## src/rtl/nixie_pkg.sv

```systemverilog
// Shared constants and state encoding for the IN-14 tube frame transmitter.
package nixie_pkg;

    localparam int FRAME_W   = 72;
    localparam int GAP_SLOTS = 1;
    localparam int IDX_W     = $clog2(FRAME_W);

    typedef enum logic [1:0] {
        IDLE    = 2'd0,
        SHIFT_A = 2'd1,
        GAP     = 2'd2,
        SHIFT_B = 2'd3
    } tx_state_t;

endpackage

```

## src/rtl/nixie_frame_tx_if.sv

```systemverilog
// Frame-pair handshake between the display controller (master) and the transmitter (slave).
interface nixie_frame_tx_if;
    import nixie_pkg::*;

    logic [FRAME_W-1:0] frame_a;
    logic [FRAME_W-1:0] frame_b;
    logic               frame_valid;
    logic               frame_ready;

    modport master (
        output frame_a,
        output frame_b,
        output frame_valid,
        input  frame_ready
    );

    modport slave (
        input  frame_a,
        input  frame_b,
        input  frame_valid,
        output frame_ready
    );
endinterface

```

## src/rtl/nixie_pwm_gen.sv

```systemverilog
// Free-running bank-select PWM; duty is shadowed at each counter wrap.
module nixie_pwm_gen #(
    parameter int PWM_W = 8
) (
    input  logic             clk,
    input  logic             rst,
    input  logic [PWM_W-1:0] duty_a,
    output logic             pwm_next
);

    logic [PWM_W-1:0] count_reg;
    logic [PWM_W-1:0] shadow_reg;
    logic [PWM_W-1:0] count_next;
    logic [PWM_W-1:0] shadow_next;

    // pwm_next is the nominal level for the cycle after the coming edge, so a
    // parent that registers it stays aligned with count_reg.
    always_comb begin
        count_next  = count_reg + PWM_W'(1);
        shadow_next = (count_next == '0) ? duty_a : shadow_reg;
        pwm_next    = (count_next < shadow_next);
    end

    always_ff @(posedge clk) begin
        if (rst) begin
            count_reg  <= '0;
            shadow_reg <= '0;
        end else begin
            count_reg  <= count_next;
            shadow_reg <= shadow_next;
        end
    end

endmodule

```

## src/rtl/nixie_frame_tx.sv

```systemverilog
// Serialises a bank A / bank B frame pair MSB-first to the tube CPLD and drives bank PWM/blanking.
module nixie_frame_tx
    import nixie_pkg::*;
#(
    parameter int CLK_DIV = 4,
    parameter int PWM_W   = 8
) (
    input  logic              clk,
    input  logic              rst,
    nixie_frame_tx_if.slave   frame_if,
    input  logic [PWM_W-1:0]  duty_a,
    input  logic              blank,
    output logic              busy,
    output logic              tube_clk,
    output logic              tube_data,
    output logic              tube_sel,
    output logic              tube_pwm,
    output logic              tube_en
);

    localparam int               PH_W       = (2 * CLK_DIV > 2) ? $clog2(2 * CLK_DIV) : 1;
    localparam logic [PH_W-1:0]  PH_LAST    = PH_W'(2 * CLK_DIV - 1);
    localparam logic [PH_W-1:0]  PH_RISE    = PH_W'(CLK_DIV - 1);
    localparam logic [IDX_W-1:0] FRAME_LAST = IDX_W'(FRAME_W - 1);
    localparam logic [IDX_W-1:0] GAP_LAST   = IDX_W'(GAP_SLOTS - 1);

    tx_state_t          state_reg;
    logic [PH_W-1:0]    phase_reg;
    logic [IDX_W-1:0]   idx_reg;
    logic [FRAME_W-1:0] shift_a_reg;
    logic [FRAME_W-1:0] shift_b_reg;
    logic               frame_ready_reg;
    logic               busy_reg;
    logic               tube_clk_reg;
    logic               tube_data_reg;
    logic               tube_sel_reg;
    logic               tube_pwm_reg;
    logic               tube_en_reg;
    logic               pwm_next;
    logic               slot_end;
    logic               clk_rise;

    nixie_pwm_gen #(
        .PWM_W (PWM_W)
    ) u_pwm (
        .clk      (clk),
        .rst      (rst),
        .duty_a   (duty_a),
        .pwm_next (pwm_next)
    );

    assign slot_end = (phase_reg == PH_LAST);
    assign clk_rise = (phase_reg == PH_RISE);

    // tube_pwm defaults to the nominal waveform; states that rewrite the
    // displayed register force the other bank onto the tubes instead.
    always_ff @(posedge clk) begin
        if (rst) begin
            state_reg       <= IDLE;
            phase_reg       <= '0;
            idx_reg         <= '0;
            shift_a_reg     <= '0;
            shift_b_reg     <= '0;
            frame_ready_reg <= 1'b0;
            busy_reg        <= 1'b0;
            tube_clk_reg    <= 1'b0;
            tube_data_reg   <= 1'b0;
            tube_sel_reg    <= 1'b0;
            tube_pwm_reg    <= 1'b0;
            tube_en_reg     <= 1'b0;
        end else begin
            tube_en_reg  <= ~blank;
            tube_pwm_reg <= pwm_next;
            case (state_reg)
                IDLE: begin
                    frame_ready_reg <= 1'b1;
                    if (frame_if.frame_valid && frame_ready_reg) begin
                        state_reg       <= SHIFT_A;
                        frame_ready_reg <= 1'b0;
                        busy_reg        <= 1'b1;
                        phase_reg       <= '0;
                        idx_reg         <= '0;
                        tube_sel_reg    <= 1'b1;
                        tube_data_reg   <= frame_if.frame_a[FRAME_W-1];
                        shift_a_reg     <= {frame_if.frame_a[FRAME_W-2:0], 1'b0};
                        shift_b_reg     <= frame_if.frame_b;
                        tube_pwm_reg    <= 1'b0;
                    end
                end
                SHIFT_A: begin
                    tube_pwm_reg <= 1'b0;
                    if (slot_end) begin
                        phase_reg    <= '0;
                        tube_clk_reg <= 1'b0;
                        if (idx_reg == FRAME_LAST) begin
                            state_reg     <= GAP;
                            idx_reg       <= '0;
                            tube_sel_reg  <= 1'b0;
                            tube_data_reg <= 1'b0;
                            tube_pwm_reg  <= pwm_next;
                        end else begin
                            idx_reg       <= idx_reg + IDX_W'(1);
                            tube_data_reg <= shift_a_reg[FRAME_W-1];
                            shift_a_reg   <= {shift_a_reg[FRAME_W-2:0], 1'b0};
                        end
                    end else begin
                        phase_reg <= phase_reg + PH_W'(1);
                        if (clk_rise) begin
                            tube_clk_reg <= 1'b1;
                        end
                    end
                end
                GAP: begin
                    // No rising edge here: the CPLD gets a quiet slot to switch registers.
                    if (slot_end) begin
                        phase_reg <= '0;
                        if (idx_reg == GAP_LAST) begin
                            state_reg     <= SHIFT_B;
                            idx_reg       <= '0;
                            tube_data_reg <= shift_b_reg[FRAME_W-1];
                            shift_b_reg   <= {shift_b_reg[FRAME_W-2:0], 1'b0};
                            tube_pwm_reg  <= 1'b1;
                        end else begin
                            idx_reg <= idx_reg + IDX_W'(1);
                        end
                    end else begin
                        phase_reg <= phase_reg + PH_W'(1);
                    end
                end
                SHIFT_B: begin
                    tube_pwm_reg <= 1'b1;
                    if (slot_end) begin
                        phase_reg    <= '0;
                        tube_clk_reg <= 1'b0;
                        if (idx_reg == FRAME_LAST) begin
                            state_reg     <= IDLE;
                            idx_reg       <= '0;
                            busy_reg      <= 1'b0;
                            tube_data_reg <= 1'b0;
                            tube_pwm_reg  <= pwm_next;
                        end else begin
                            idx_reg       <= idx_reg + IDX_W'(1);
                            tube_data_reg <= shift_b_reg[FRAME_W-1];
                            shift_b_reg   <= {shift_b_reg[FRAME_W-2:0], 1'b0};
                        end
                    end else begin
                        phase_reg <= phase_reg + PH_W'(1);
                        if (clk_rise) begin
                            tube_clk_reg <= 1'b1;
                        end
                    end
                end
                default: begin
                    state_reg <= IDLE;
                end
            endcase
        end
    end

    assign frame_if.frame_ready = frame_ready_reg;
    assign busy                 = busy_reg;
    assign tube_clk             = tube_clk_reg;
    assign tube_data            = tube_data_reg;
    assign tube_sel             = tube_sel_reg;
    assign tube_pwm             = tube_pwm_reg;
    assign tube_en              = tube_en_reg;

endmodule

```

## src/flat_wrapper.sv

```systemverilog
// flat-port wrapper written by rule: the top's interface ports become plain ports
module nixie_frame_tx_flat import nixie_pkg::*;
#(
    parameter int CLK_DIV = 4,
    parameter int PWM_W   = 8
)
  (clk, rst, duty_a, blank, busy, tube_clk, tube_data, tube_sel, tube_pwm, tube_en, frame_if_frame_a, frame_if_frame_b, frame_if_frame_valid, frame_if_frame_ready);
  nixie_frame_tx_if frame_if_i ();
  input  logic clk;
  input  logic rst;
  input  logic [PWM_W-1:0] duty_a;
  input  logic blank;
  output logic busy;
  output logic tube_clk;
  output logic tube_data;
  output logic tube_sel;
  output logic tube_pwm;
  output logic tube_en;
  input wire logic [$bits(frame_if_i.frame_a)-1:0] frame_if_frame_a;
  input wire logic [$bits(frame_if_i.frame_b)-1:0] frame_if_frame_b;
  input wire logic [$bits(frame_if_i.frame_valid)-1:0] frame_if_frame_valid;
  output wire logic [$bits(frame_if_i.frame_ready)-1:0] frame_if_frame_ready;
  assign frame_if_i.frame_a = frame_if_frame_a;
  assign frame_if_i.frame_b = frame_if_frame_b;
  assign frame_if_i.frame_valid = frame_if_frame_valid;
  assign frame_if_frame_ready = frame_if_i.frame_ready;
  nixie_frame_tx #(.CLK_DIV(CLK_DIV), .PWM_W(PWM_W)) u_core (.clk(clk), .rst(rst), .frame_if(frame_if_i), .duty_a(duty_a), .blank(blank), .busy(busy), .tube_clk(tube_clk), .tube_data(tube_data), .tube_sel(tube_sel), .tube_pwm(tube_pwm), .tube_en(tube_en));
endmodule
```

## config.mk

```make
export PLATFORM = sky130hd
export DESIGN_NAME = nixie_frame_tx_flat
export DESIGN_NICKNAME = d
export VERILOG_FILES = /design/src/rtl/nixie_pkg.sv /design/src/rtl/nixie_frame_tx_if.sv /design/src/rtl/nixie_pwm_gen.sv /design/src/rtl/nixie_frame_tx.sv /design/src/flat_wrapper.sv
export SDC_FILE = /design/constraint.sdc
export NUM_CORES = 1
export LEC_CHECK = 0
export BUFFER_PORTS_ARGS = -buffer_cell sky130_fd_sc_hd__buf_2
export CAP_MARGIN = 20
export CORE_ASPECT_RATIO = 1.75
export CORE_MARGIN = 2
export CORE_UTILIZATION = 50
export DETAILED_ROUTE_END_ITERATION = 7
export PLACE_DENSITY = 0.74
export SYNTH_ARGS = -nofsm -noshare
export SYNTH_HDL_FRONTEND = slang
export SYNTH_SLANG_ARGS = --single-unit
```

## constraint.sdc

```tcl
create_clock -name clk -period 2.6 [get_ports clk]
set_input_delay 0.52 -clock clk [delete_from_list [all_inputs] [get_ports clk]]
set_output_delay 0.52 -clock clk [all_outputs]
set_load 0.03 [all_outputs]
```

[Yosys cells after proc, flatten, opt, wreduce, memory -nomap -nowiden]
Cells that the tools add are included.
Word-level totals
  logic and storage cells: 105
  output and inout bits: 7
  bits of input ports: 156
  flip-flop bits (word level): 179
Operators by class
  bitwise gates (word level): 1
  reduce and logical (&&, ||, !) cells: 18
  add/subtract/negate cells: 3
  eq/ne operators: 16
  $lt $le $gt $ge: 1
  multiplexer cells: 52
Operators with widths (number)
  $mux 72: 8
  $pmux 72 s3: 1
  $pmux 72 s2: 1
  $mux 7: 5
  $pmux 7 s3: 1
  $mux 1: 20
  $ne 2x1->1 const B: 8
  $mux 2: 7
  $reduce_and 4->1: 3
  $add 8x1->8 const B: 1
  $logic_not 8->1: 1
  $lt 8x8->1: 1
  $mux 8: 1
  $pmux 1 s4: 2
  $pmux 2 s4: 1
  $add 7x1->7 const B: 1
  $eq 7x7->1 const B: 1
  $logic_not 7->1: 1
  $reduce_and 7->1: 1
  $mux 3: 2
  $pmux 3 s2: 1
  $reduce_and 6->1: 1
  $reduce_bool 2->1: 3
  $reduce_and 5->1: 1
  other kinds (15): 18

[Depth between registers and ports, before layout]
  depth in word-level cells: 7
  gate-level depth with buffers: 12
  depth with buffers taken out: 11

[Cells and area by module]
A second synthesis with hierarchy kept.
Unflattened totals
  cells, all modules: 934
  area total of the unflattened synthesis: 9675.5 µm²
Modules (own cells, without submodules)
  nixie_frame_tx: cells each 830, times used 1, area an instance 8743.4 µm², seq. area each 3243.1 µm²
  nixie_pwm_gen: cells each 104, times used 1, area an instance 932.1 µm², seq. area each 320.3 µm²

[Worst setup path before layout]
OpenSTA, ideal clock, no wires.
  path kind: register -> register
  start point: register u_core.phase_reg[0]
  end point: register u_core.shift_b_reg[64]
  library setup time: 0.133 ns
  arrival time: 2.157 ns
  clock period less this slack: 2.291 ns
  slack: 0.309 ns
  data required time: 2.467 ns
  path buffers: 3
  cell stages (with the launch flop): 10
  cell sequence: dfxtp_1 -> ha_1 -> ha_1 -> buf_2 -> and4bb_2 -> a21boi_1 -> a2111oi_4 -> buf_6 -> buf_2 -> a311oi_1
On the way
  cells in the longest elaborated chain, start to end: 3
  elaborated cells between the ends (all ways): 4
  classes of those cells: eq/ne: 3; reduce/logical: 1
RTL lines
  start, declared: line nixie_frame_tx.sv:28  | logic [PH_W-1:0] phase_reg;
  start signal, assigned: line nixie_frame_tx.sv:107  | phase_reg <= phase_reg + PH_W'(1);
  start signal, assigned: line nixie_frame_tx.sv:127  | phase_reg <= phase_reg + PH_W'(1);
  start signal, assigned: line nixie_frame_tx.sv:147  | phase_reg <= phase_reg + PH_W'(1);
  $eq 3x3->1 (*): line nixie_frame_tx.sv:52  | assign slot_end = (phase_reg == PH_LAST);
  $ne 2x1->1 (no line)
  $reduce_and 6->1 (no line) (*)
  end signal, assigned: line nixie_frame_tx.sv:86  | shift_b_reg <= frame_if.frame_b;
  end signal, assigned: line nixie_frame_tx.sv:121  | shift_b_reg <= {shift_b_reg[FRAME_W-2:0], 1'b0};
  end signal, assigned: line nixie_frame_tx.sv:144  | shift_b_reg <= {shift_b_reg[FRAME_W-2:0], 1'b0};
  end, declared: line nixie_frame_tx.sv:31  | logic [FRAME_W-1:0] shift_b_reg;
Every way passes the cells marked *; elsewhere a longest branch is shown, timed or not.
A chain may end at the register's enable or synchronous reset.

[Final worst setup path]
  start point: register u_core.u_pwm.count_reg[3]
  end point: register u_core.tube_pwm_reg (netlist: u_core.tube_pwm)
On the way
  cells in the longest elaborated chain, start to end: 7
  elaborated cells between the ends (all ways): 12
  classes of those cells: add/sub: 1; order compare: 1; mux: 9; reduce/logical: 1
RTL lines
  start, declared: line nixie_pwm_gen.sv:11  | logic [PWM_W-1:0] count_reg;
  start signal, assigned: line nixie_pwm_gen.sv:29  | count_reg <= count_next;
  $add 8x1->8 (*): line nixie_pwm_gen.sv:19  | count_next = count_reg + PWM_W'(1);
  $logic_not 8->1: line nixie_pwm_gen.sv:20  | shadow_next = (count_next == '0) ? duty_a : shadow_reg;
  $mux 8: line nixie_pwm_gen.sv:20
  $lt 8x8->1 (*): line nixie_pwm_gen.sv:21  | pwm_next = (count_next < shadow_next);
  $mux 1 (on tied branches): line nixie_frame_tx.sv:135, nixie_frame_tx.sv:95, nixie_frame_tx.sv:117
  $mux 1 (on tied branches): line nixie_frame_tx.sv:132, nixie_frame_tx.sv:92, nixie_frame_tx.sv:115
  $pmux 1 s4 (*): line nixie_frame_tx.sv:74  | case (state_reg)
  end signal, assigned: line nixie_frame_tx.sv:73  | tube_pwm_reg <= pwm_next;
  end signal, assigned: line nixie_frame_tx.sv:100  | tube_pwm_reg <= pwm_next;
  end signal, assigned: line nixie_frame_tx.sv:140  | tube_pwm_reg <= pwm_next;
  end, declared: line nixie_frame_tx.sv:37  | logic tube_pwm_reg;
Marked as above.

==> qor_table.md <==
| Quantity | Reported | Unit |
| --- | --- | --- |
| Cell total after placement | 1,229 | - |
| Detailed-route vias per instance | 5.670 | - |
| Buffers added on ports | 162 | - |
| Sequential-to-total area share from yosys stat | 0.4361 | - |
| HPWL after detailed placement | 12,510 | µm |
| Fraction of power consumed by sequential logic | 0.404 | - |
| Layout Area Growth over Synthesis | 20.04 | % |
| Share of flip-flops with an asynchronous set or reset after synthesis | 0 | - |
| EDFF count, synth | 0 | - |
| Number of global-route vias before repair | 6,946 | - |
| Critical path data required time | 2.92 | ns |
| Relative slew slack | 0.4393 | - |
| Biggest area consumer among synthesized cells | sky130_fd_sc_hd__dfxtp_1 | - |
| Power consumption | 11.29 | mW |
| Commonest cells in the synthesized netlist | sky130_fd_sc_hd__dfxtp_1 (178), sky130_fd_sc_hd__nor2_1 (167), sky130_fd_sc_hd__nand2_1 (81), sky130_fd_sc_hd__o21ai_0 (80), sky130_fd_sc_hd__mux2i_1 (79) | - |
| CTS H-tree lvls | 4 | - |
| Final core utilization | 0.6150 | - |
| Total grt overflow | 0 | - |
| Total Wirelength | 18,920 | µm |
| Net switching power of the design | 4.061 | mW |
| Number of maximum-capacitance constraint violations | 0 | - |
| Number of instances in the synthesized netlist | 940 | - |
| Synth Register Bits | 178 | - |
| Root Driver | sky130_fd_sc_hd__clkbuf_16 | - |
| Worst Slack Setup Final | 0.2144 | ns |
| Final worst clock skew | 0.01140 | ns |
| Floorplan core area | 15,950 | µm² |
| Worst EP arrival | 2.71 | ns |
| Hold Path Origin | blank | - |
| First-iteration detailed-routing DRC count | 298 | - |
| Maximum number of pins on one net before global-route repair | 87 | - |
| Hold depth | 2 | - |
| Worst min-delay path class | in -> reg | - |
| Cell count of the worst reg-to-reg path | 11 | - |
| Portion of total power attributed to combinational logic | 0.367 | - |
| Ports placed on the boundary | 163 | - |
| Worst r2r src | u_core.u_pwm.count_reg[3] | - |
| Hold EP | u_core.tube_en | - |
| Post-placement worst setup slack | -0.1775 | ns |
| Clock net sink count | 178 | - |
| Commonest register cell after synthesis | sky130_fd_sc_hd__dfxtp_1 | - |
| Setup total negative slack | 0 | ns |
| Timing startpoint of the critical path | u_core.u_pwm.count_reg[3] | - |
| Capture instance of the worst register-to-register path | u_core.tube_pwm | - |
| Switching power share of the total | 0.3597 | - |
| Clock slew seen by the registers of the worst setup and hold paths | 0.06 | ns |
| ANT nets after route | 0 | - |
| Post-route clock period utilization | 0.9175 | - |
| Per-cell routed wire length | 14.96 | µm |
| Filler-free cell count of the finished design | 1,265 | - |
| Post-route design area | 9809 | µm² |
| R2r setup slk | 0.21 | ns |
| Cell internal power dissipation | 7.227 | mW |
| Flip-flop count of the largest register after layout | 72 | - |
| Distinct cells, synth | 45 | - |
| Final setup violation count | 0 | - |
| Unrepaired setup endpoints after global routing | false | - |
| CP startpoint kind | flop | - |
| Height of the chip | 173.1 | µm |
| Global-route wire length before repair | 31,550 | µm |
| Ys Warns | 0 | - |
| Site Rows | 61 | - |
| Placed cell area | 9160 | µm² |
| Max FO, Critical Path | 5 | - |
| Count of pins over their slew limit | 0 | - |
| Fmax | 0.4192 | GHz |
| P per Cell Area | 1151 | nW/µm² |
| Post-synthesis instance area | 8172 | µm² |
| Most frequent cell after synthesis | sky130_fd_sc_hd__dfxtp_1 | - |
| Via count | 7,173 | - |
| Run status | complete, no violations | - |
| CTS tree | done | - |
| Number of buffers on the longest clock path | 2 | - |
| Initial antenna violation count | 1 | - |
| Clock insertion delay at the later pin of the skew report | 0.43 | ns |
| Category of the worst setup path capture point | flop | - |
| Post-synth top area share | 0.4361 | - |
| Proportion of layout cells with a drive suffix above 1 | 0.2279 | - |
| Die Footprint | 17,420 | µm² |
| Slew at the pin closest to its max-slew limit | 0.8336 | ns |
| Static Leak | 3.949 | nW |
| Routability Congestion | 0.8350 | - |
| Hold_ws | 0.2378 | ns |
| Worst Setup Path Type | reg -> reg | - |
| Fraction of power consumed by the clock network | 0.229 | - |
| Post-Syn Nets | 1,112 | - |
| Largest cells by area after synthesis | sky130_fd_sc_hd__dfxtp_1 (44%), sky130_fd_sc_hd__mux2i_1 (9.7%), sky130_fd_sc_hd__a311oi_1 (7.7%) | - |
| DR DRC count | 0 | - |
| Length of the first detailed-routing pass in iterations | 5 | - |
| Synthesized area per cell | 8.693 | µm² |
| Net count, final | 1,234 | - |
| Number of buffers inserted during clock tree synthesis | 17 | - |
| Total routing usage reported by global routing | 0.2188 | - |
| Horiz. Die Dim | 100.6 | µm |
| Starting density of the core | 0.5123 | - |
| Endpoints failing hold | 0 | - |
| Largest vdd supply drop | 0.5847 | mV |
| Tmin final | 2.386 | ns |
-- worst max-delay path, cell delays in order (launching register included) --
cell and delay [ns]:
sky130_fd_sc_hd__dfxtp_1 0.42, sky130_fd_sc_hd__nand3_1 0.15, sky130_fd_sc_hd__nor3_1 0.32, sky130_fd_sc_hd__a22oi_2 0.20, sky130_fd_sc_hd__buf_4 0.20, sky130_fd_sc_hd__mux2i_1 0.14, sky130_fd_sc_hd__ha_1 0.28, sky130_fd_sc_hd__o21ai_0 0.07
sky130_fd_sc_hd__a21oi_1 0.15, sky130_fd_sc_hd__nand3_1 0.11, sky130_fd_sc_hd__o211ai_1 0.19, sky130_fd_sc_hd__a21oi_1 0.05
-- layout make-up --
class	count	area (µm²)
Tap cell	189	236.5
Clock inverter	12	131.4
Sequential cell	178	3566
Multi-Input combinational cell	665	4225
Antenna cell	1	2.502
Inverter	8	30.03
Fill cell	1418	6142
Clock buffer	20	466.7
Timing Repair Buffer	192	1151
-- cell usage in the layout (no fill, tap or decap), drive strengths merged, types with 2 or more instances in the layout --
cell type  instances
nand4b             3
nand3b             2
a21boi             2
inv                9
clkbuf            20
nand3             10
nand4              6
o21ai             81
nor2             167
o21bai             2
a31oi              2
and3               2
mux2i             79
nor2b             11
clkinvlp           4
bufinv             2
a311oi            72
buf              192
dfxtp            178
a22oi              2
xnor2              3
a211oi            71
mux2               2
ha                16
or2                3
nor3               6
xor2               7
nand2b             2
clkinv             5
a21oi             20
o41ai              2
nand2             81
-- per-layer routing --
metal / GRT usage / part of all wire / vias to the layer above
met2: 0.3597 / 0.50 / 201
met3: 0.05780 / 0.057 / 30
met1: 0.2697 / 0.43 / 3298
met4: 0.08447 / 0.018 / 0
li1: - / - / 3644
met5: 0 / 0 / -
-- logic make-up (layout without fill, tap and decap cells) --
kind of cell | count (synthesis) | after routing | synth area share
AND/OR/NAND/NOR | 297 | 297 | 0.1516
other | 0 | 1 | 0
flip-flops | 178 | 178 | 0.4361
AO/OA/AOI/OAI | 261 | 261 | 0.2234
adder cells (fa/ha/maj) | 16 | 16 | 0.02450
multiplexers | 81 | 81 | 0.09953
buffers and inverters | 97 | 232 | 0.05420
XOR/XNOR | 10 | 10 | 0.01072
-- repair_timing --
| item | CTS | global route |
|---|---|---|
| endpoints found under the setup margin | 1 | 33 |
| setup buffers | 0 | 3 |
| resized for setup | 1 | 6 |
| hold endpoints to repair | 0 | 0 |
| hold buffers | 0 | 0 |
| pin swaps | 0 | 6 |
-- worst max-delay path by stage --
stage | slack (ns) | to | cells after the start
floorplan | 0.31 | u_core.shift_b_reg[64] | 9
global placement | -0.08 | u_core.tube_pwm | 11
detailed placement | -0.18 | u_core.tube_pwm | 11
CTS | 0.06 | u_core.tube_pwm | 11
global route | 0.02 | u_core.tube_pwm | 12
finish | 0.21 | u_core.tube_pwm | 11
-- power groups by stage --
stage / clock network (mW) / logic [mW] / registers, mW
2_1_floorplan: 0 / 3.31 / 4.48
6_report: 2.59 / 4.14 / 4.55
4_1_cts: 2.66 / 4.16 / 4.55
3_3_place_gp: 0 / 4.04 / 4.55
3_5_place_dp: 0 / 4.15 / 4.59
5_1_grt: 2.76 / 4.71 / 4.71
(Power assumes the default switching activity.)
